<file path="src/rtl/delay_line_pkg.sv">
`default_nettype none
// ============================================================================
// Module   : delay_line_pkg
// Purpose  : Shared helpers and types for the multi-stage video delay line.
// Revision : 1.0 - initial release
// ============================================================================
package delay_line_pkg;

    function automatic int clog2(input int value);
        int result;
        int rem;
        result = 0;
        rem    = value - 1;
        while (rem > 0) begin
            result++;
            rem = rem >> 1;
        end
        return result;
    endfunction

    // Fill counter must be able to hold DEPTH itself, hence DEPTH+1 codes.
    function automatic int fill_width(input int depth);
        return clog2(depth + 1);
    endfunction

    localparam int STAGE_DATA_W  = 8;
    localparam int DEFAULT_DEPTH = 4;
    localparam int FILL_W_DEF    = fill_width(DEFAULT_DEPTH);

    typedef struct packed {
        logic                    valid;
        logic [STAGE_DATA_W-1:0] data;
    } stage_t;

endpackage
`default_nettype wire

</file>
<file path="src/rtl/delay_line_stage.sv">
`default_nettype none
// ============================================================================
// Module   : delay_line_stage
// Purpose  : One {valid, data} register; flush clears valid only.
// Revision : 1.0 - initial release
// ============================================================================
module delay_line_stage
    import delay_line_pkg::*;
#(
    parameter int N = STAGE_DATA_W
) (
    input  logic         clk,
    input  logic         rst_n,
    input  logic         ce,
    input  logic         flush,
    input  logic         d_valid,
    input  logic [N-1:0] d_data,
    output logic         q_valid,
    output logic [N-1:0] q_data
);

    always_ff @(posedge clk or negedge rst_n) begin
        if (!rst_n) begin
            q_valid <= 1'b0;
            q_data  <= '0;
        end else if (flush) begin
            q_valid <= 1'b0;
        end else if (ce) begin
            q_valid <= d_valid;
            q_data  <= d_data;
        end
    end

endmodule
`default_nettype wire

</file>
<file path="src/rtl/delay_line.sv">
`default_nettype none
// ============================================================================
// Module   : delay_line
// Purpose  : Tap-selectable ce-gated delay line with valid tracking, flush and
//            fill indication. Define DELAY_LINE_OREG_EN to register the outputs.
// Revision : 1.0 - initial release
// ============================================================================
module delay_line
    import delay_line_pkg::*;
#(
    parameter int N     = 8,
    parameter int DEPTH = 4,
    parameter int TAP_W = clog2(DEPTH)
) (
    input  logic             clk,
    input  logic             rst_n,
    input  logic             ce,
    input  logic             flush,
    input  logic [N-1:0]     idata,
    input  logic             ivalid,
    input  logic [TAP_W-1:0] tap_sel,
    output logic [N-1:0]     odata,
    output logic             ovalid,
    output logic             primed
);

    localparam int                FILL_W   = fill_width(DEPTH);
    localparam logic [TAP_W-1:0]  LAST_TAP = TAP_W'(DEPTH - 1);
    localparam logic [FILL_W-1:0] FULL     = FILL_W'(DEPTH);

    logic [N-1:0]      stage_data  [DEPTH];
    logic              stage_valid [DEPTH];
    logic [FILL_W-1:0] fill_cnt;
    logic [TAP_W-1:0]  tap;
    logic [N-1:0]      mux_data;
    logic              mux_valid;
    logic              mux_primed;

    generate
        for (genvar k = 0; k < DEPTH; k++) begin : g_stage
            logic [N-1:0] d_data;
            logic         d_valid;
            if (k == 0) begin : g_head
                assign d_data  = idata;
                assign d_valid = ivalid;
            end else begin : g_body
                assign d_data  = stage_data[k-1];
                assign d_valid = stage_valid[k-1];
            end
            delay_line_stage #(.N(N)) u_stage (
                .clk     (clk),
                .rst_n   (rst_n),
                .ce      (ce),
                .flush   (flush),
                .d_valid (d_valid),
                .d_data  (d_data),
                .q_valid (stage_valid[k]),
                .q_data  (stage_data[k])
            );
        end
    endgenerate

    always_ff @(posedge clk or negedge rst_n) begin
        if (!rst_n) begin
            fill_cnt <= '0;
        end else if (flush) begin
            fill_cnt <= '0;
        end else if (ce && (fill_cnt != FULL)) begin
            fill_cnt <= fill_cnt + 1'b1;
        end
    end

    // Out-of-range taps (non power-of-two DEPTH) clamp to the last stage.
    assign tap        = (32'(tap_sel) >= DEPTH) ? LAST_TAP : tap_sel;
    assign mux_data   = stage_data[tap];
    assign mux_valid  = stage_valid[tap];
    assign mux_primed = (fill_cnt > FILL_W'(tap));

`ifdef DELAY_LINE_OREG_EN
    always_ff @(posedge clk or negedge rst_n) begin
        if (!rst_n) begin
            odata  <= '0;
            ovalid <= 1'b0;
            primed <= 1'b0;
        end else if (flush) begin
            ovalid <= 1'b0;
            primed <= 1'b0;
        end else if (ce) begin
            odata  <= mux_data;
            ovalid <= mux_valid;
            primed <= mux_primed;
        end
    end
`else
    assign odata  = mux_data;
    assign ovalid = mux_valid;
    assign primed = mux_primed;
`endif

endmodule
`default_nettype wire

</file>
<file path="config.mk">
export PLATFORM = sky130hd
export DESIGN_NAME = delay_line
export DESIGN_NICKNAME = d
export VERILOG_FILES = /design/src/rtl/delay_line_pkg.sv /design/src/rtl/delay_line_stage.sv /design/src/rtl/delay_line.sv
export SDC_FILE = /design/constraint.sdc
export NUM_CORES = 1
export LEC_CHECK = 0
export CORE_MARGIN = 2
export CORE_UTILIZATION = 35
export DETAILED_ROUTE_END_ITERATION = 16
export PLACE_DENSITY = 0.61
export SLEW_MARGIN = 20
export SYNTH_ARGS = -nofsm -noshare
export SYNTH_HDL_FRONTEND = slang
export SYNTH_SLANG_ARGS = --single-unit
</file>
<file path="constraint.sdc">
create_clock -name clk -period 1.9 [get_ports clk]
set_input_delay 0.285 -clock clk [delete_from_list [all_inputs] [get_ports clk]]
set_output_delay 0.285 -clock clk [all_outputs]
set_load 0.02 [all_outputs]
</file>
# Yosys cells after proc, flatten, opt, wreduce, memory -nomap -nowiden
# Cells that the tools add are included.
dict set report op_classes {
  n_addsub 1
  n_bitwise 2
  eq_ne 1
  n_reduce_logical 4
  mux 16
  order_cmp 2
}
# operator count
set op_table {}
lappend op_table {{binary-select mux 8 bit (select 2 bit)} 1}
lappend op_table {{2-to-1 mux 8 bit} 2}
lappend op_table {{2-to-1 mux 1 bit} 10}
lappend op_table {{2-to-1 mux 3 bit} 2}
lappend op_table {{nonzero test 2 bit} 2}
lappend op_table {{adder 3 x 1 -> 3 bit (second input constant)} 1}
lappend op_table {{greater-or-equal comparator 3 bit (second input constant)} 1}
lappend op_table {{greater-than comparator 3 x 2 -> 1 bit} 1}
lappend op_table {{!= test 3 bit (second input constant)} 1}
lappend op_table {{NOT 2 -> 3 bit} 1}
lappend op_table {{binary-select mux 1 bit (select 2 bit)} 1}
lappend op_table {{AND reduction 2 bit} 1}
lappend op_table {{logical AND 1 bit} 1}
lappend op_table {{NOT 1 bit} 1}
dict set report totals {
  wordCells 35
  output_inout_bits 10
  in_bits 15
  regBits 39
}

# Depth between registers and ports, before layout
dict set report logic_depth {
  ltp_word 4
  mapped_depth 6
  mapped_depth_nobuf 5
}

# By module
# Synthesis repeated with hierarchy kept, for this count alone.
dict set report unflattened {
  hier_cells 117
  area_unflattened_um2 1970.6
}
# module area_each_um2 seq_area_each_um2 n_inst cells_each
set modules_own_cells {}
lappend modules_own_cells {delay_line_stage 384.1 225.2 4 21}
lappend modules_own_cells {delay_line 434.2 75.1 1 33}

# Worst setup path after synthesis
# Ideal clock, no wire load.
dict set report synth_timing {
  path_kind {input -> output}
  start {input tap_sel[1]}
  end {output primed}
  t_arrival_ns 1.376
  path_buffers 1
  cell_stages 6
  required_ns 1.615
  path_slack_ns 0.239
  path_cell_list {clkbuf_1 -> inv_1 -> ha_1 -> nor2b_1 -> o21ai_0 -> nand2b_1}
}
dict set report synth_via {
  elab_chain_len 1
}
# element line_no
set synth_lines {}
lappend synth_lines {{start, declared} delay_line.sv:21} ;# input logic [TAP_W-1:0] tap_sel,
lappend synth_lines {{greater-than comparator 3 x 2 -> 1 bit} delay_line.sv:77} ;# assign mux_primed = (fill_cnt > FILL_W'(tap));
lappend synth_lines {{end, declared} delay_line.sv:24} ;# output logic primed
# No other way between the ends.

# Worst setup path in the final report
dict set report layout_timing {
  start {input tap_sel[0]}
  end {output odata[4]}
}
dict set report layout_via {
  elab_chain_len 4
}
# element line_no
set layout_lines {}
lappend layout_lines {{NOT 2 -> 3 bit (not written as such)} delay_line.sv:75} ;# assign mux_data = stage_data[tap];
lappend layout_lines {{binary-select mux 8 bit (select 2 bit)} delay_line.sv:75}
lappend layout_lines {{2-to-1 mux 8 bit (not written as such) (2 in series)} delay_line.sv:75}
lappend layout_lines {{end, declared} delay_line.sv:22} ;# output logic [N-1:0] odata,
# No other way between the ends. The select of a mux whose other input is x is not followed.

==> out/metrics.cfg <==
[synthesis]
synth-seq-cells = 39
ys_warn_count = 0
synth_edf_count = 0
syn-cell-area_mm2 = 0.00196
synth_cell_types = 23
synthMostInstantiatedCell = dfrtp_1
synth_area_leaders = dfrtp_1 (50%), mux2_4 (23%), mux4_2 (10%), buf_12 (3.1%), ha_1 (2.6%)
ys_async_sr_fraction_pct = 100
ys_seq_area_share_pct = 49.9
ys_top_cells_by_count = dfrtp_1 (39), mux2_4 (30), mux4_2 (9)
yosys.area.top_type = dfrtp_1
synthFlopType = dfrtp_1
syn-instance-count = 116
synth_top_area_share_pct = 49.9
postSynthNetCount = 135
synth_area_per_cell_um2 = 16.9

[run_status]
status = finished clean

[sta]
clock_skew_ns = 0.00491
finalSetupTns_ns = 0
period_share_pct = 98.0
hold_viol = 0
finalSetupViolations = 0
period_minus_slack_ns = 1.86
drv_slew = 0
worst_pin_slew_ns = 0.263
relSlewSlack_pct = 82.4
maxClockFrequency_ghz = 0.537
setup_ws_ns = 0.0371
rsz0062_at_grt = false

[global_route]
grt_start_max_net_pins = 40
grt_usage_pct = 12.5
grt_pass1_vias = 1175
overflow = 0
grt_pass1_wl_mm = 5.93
antenna_found_initial = 0

[clock_tree]
htreeDepth = 2
clock_latency_ns = 0.29
cts_made_buffers = 5
clk_pin_slew_ns = 0.07
cts_max_path_buffers = 2
clock-sinks = 39
cts_tree = yes
cts-root-buf = clkbuf_8

[routing]
vias = 1079
drc = 0
wire_per_inst_um = 15.9
drt-initial-drc-count = 43
vias_per_cell = 4.86
ant_nets = 0
drt_wl_total_mm = 3.54
drt-pass1-iter-count = 4

[worst_setup_path]
cp_max_fo = 5
cp_data_required_time_ns = 1.62
critPathKind = in2out
endpoint_kind = output pin
startpoint_type = primary input
arrival_ns = 1.58

[die]
rows = 27
initial_utilization_pct = 36.0
die_w_um = 78.8
core_area_mm2 = 0.00544
die_h_um = 78.8
io_pins = 25
dieArea_mm2 = 0.00620

[pwr]
p_leak_uw = 0.00115
vdd_drop_max_mv = 0.399
p_per_area_mw_per_mm2 = 1040

[cells_and_area]
seqCellArea_um2 = 976
multi_input_area_um2 = 870
drive_above_1_share_pct = 46.7
syn_to_final_growth_pct = 24.3
n_antenna_cell = 0
fillers = 478
final_nets = 168

[place]
preCtsSetupSlack_ns = -0.461
gp_congestion = 0.722
port_buffers = 24
dp_hpwl_mm = 2.37

[job]
drv_cap = 0

[hold_path]
hp-class = in2async

==> layout make-up <==
| type | instances | share of cell area, % |
|---|---|---|
| Multi-Input combinational cell | 66 | 35.8 |
| Timing Repair Buffer | 34 | 15.6 |
| Clock inverter | 1 | 0.309 |
| Clock buffer | 7 | 3.96 |
| Sequential cell | 39 | 40.1 |
| Inverter | 3 | 0.463 |
| Tap cell | 72 | 3.71 |
==> through the flow <==
step / std cells / power (µW) / util [%] / hold slack [ns] / instance area, µm²
after global placement: 212 / 1920 / 41.9 / 0.264 / 2280
final: 222 / 2540 / 44.7 / 0.499 / 2430
after floorplan: 116 / 1690 / - / -0.0106 / 1960
after detailed placement: 212 / 1950 / 41.9 / 0.276 / 2280
after CTS: 222 / 2570 / 44.7 / 0.505 / 2430
after global routing: 222 / 2670 / 44.7 / 0.521 / 2430
==> worst max-delay path: stages <==
cell and delay (ns):
clkdlybuf4s15_2 0.24, bufbuf_16 0.29, mux4_2 0.50, clkdlybuf4s15_2 0.27
==> state kept, by name, summed over array words and instances (netlist names) <==
name	cells
g_stage.u_stage.q_valid	4
g_stage.u_stage.q_data	32
fill_cnt	3
==> cells in the final DEF, fill, tap and decap left out <==
cell type        instances
nor2_1                   6
dlygate4sd3_1            1
and4b_1                  1
nand2_1                  1
buf_12                   3
ha_1                     4
clkdlybuf4s15_2          9
inv_1                    3
mux2_4                  30
o21ai_1                  1
bufbuf_16                1
clkinvlp_4               1
mux2_2                   2
nor3_1                   1
clkdlybuf4s15_1          1
mux2i_1                  5
a21oi_1                  1
clkbuf_8                 7
buf_4                    5
nor2b_1                  1
a21boi_1                 1
nand2b_1                 1
dfrtp_1                 39
buf_2                    2
clkdlybuf4s50_1         11
xnor2_1                  1
mux4_2                   9
nand2b_4                 1
dlygate4sd2_1            1
==> power breakdown <==
group / switching [µW] / internal, µW / leakage (µW) / total, µW
Sequential: 146 / 1030 / 0.000475 / 1180
Combinational: 256 / 492 / 0.000627 / 748
Clock: 279 / 330 / 0.0000505 / 609
==> metal layers <==
| metal | up-vias | GRT usage [%] | share of wire [%] |
|---|---|---|---|
| li1 | 483 | - | - |
| met1 | 565 | 16.8 | 48 |
| met2 | 26 | 19.7 | 47 |
| met3 | 5 | 3.07 | 3.8 |
| met4 | 0 | 4.74 | 1.1 |
| met5 | - | 0 | 0 |
==> what timing repair did <==
| item | 4_1_cts | 5_1_grt |
|---|---|---|
| resized for setup | 35 | 0 |
| hold buffers | 1 | 0 |
| buffers inserted | 0 | 0 |
| endpoints found under the hold margin | 39 | 0 |
| endpoints found under the setup margin | 10 | 0 |
==> path summary, 6_finish.rpt <==
kind                                         startpoint                           end  slack [ns]  depth (start not counted)
max                                          tap_sel[0]                      odata[4]        0.04                          4
min                                               rst_n  g_stage[2].u_stage.q_data[7]        0.50                          3
max reg2reg                                 fill_cnt[1]                   fill_cnt[1]        0.52                          6
min reg2reg                g_stage[3].u_stage.q_data[4]  g_stage[3].u_stage.q_data[4]        0.51                          1
max in group asynchronous                         rst_n  g_stage[1].u_stage.q_data[2]        1.21                          3
min in group clk           g_stage[3].u_stage.q_data[4]  g_stage[3].u_stage.q_data[4]        0.51                          1
==> cells by family (layout without fill, tap and decap cells) <==
kind of cell / Yosys count / after routing / synth area share (%)
AOI/OAI and AO/OA: 3 / 3 / 0.895
adders and majority gates: 4 / 4 / 2.56
muxes: 46 / 46 / 37.1
and+or+nand+nor: 12 / 12 / 3.45
buffers and inverters: 11 / 45 / 5.63
xor gates and xnor gates: 1 / 1 / 0.448
DFF: 39 / 39 / 49.9
Power figures use the tool's default switching activity.
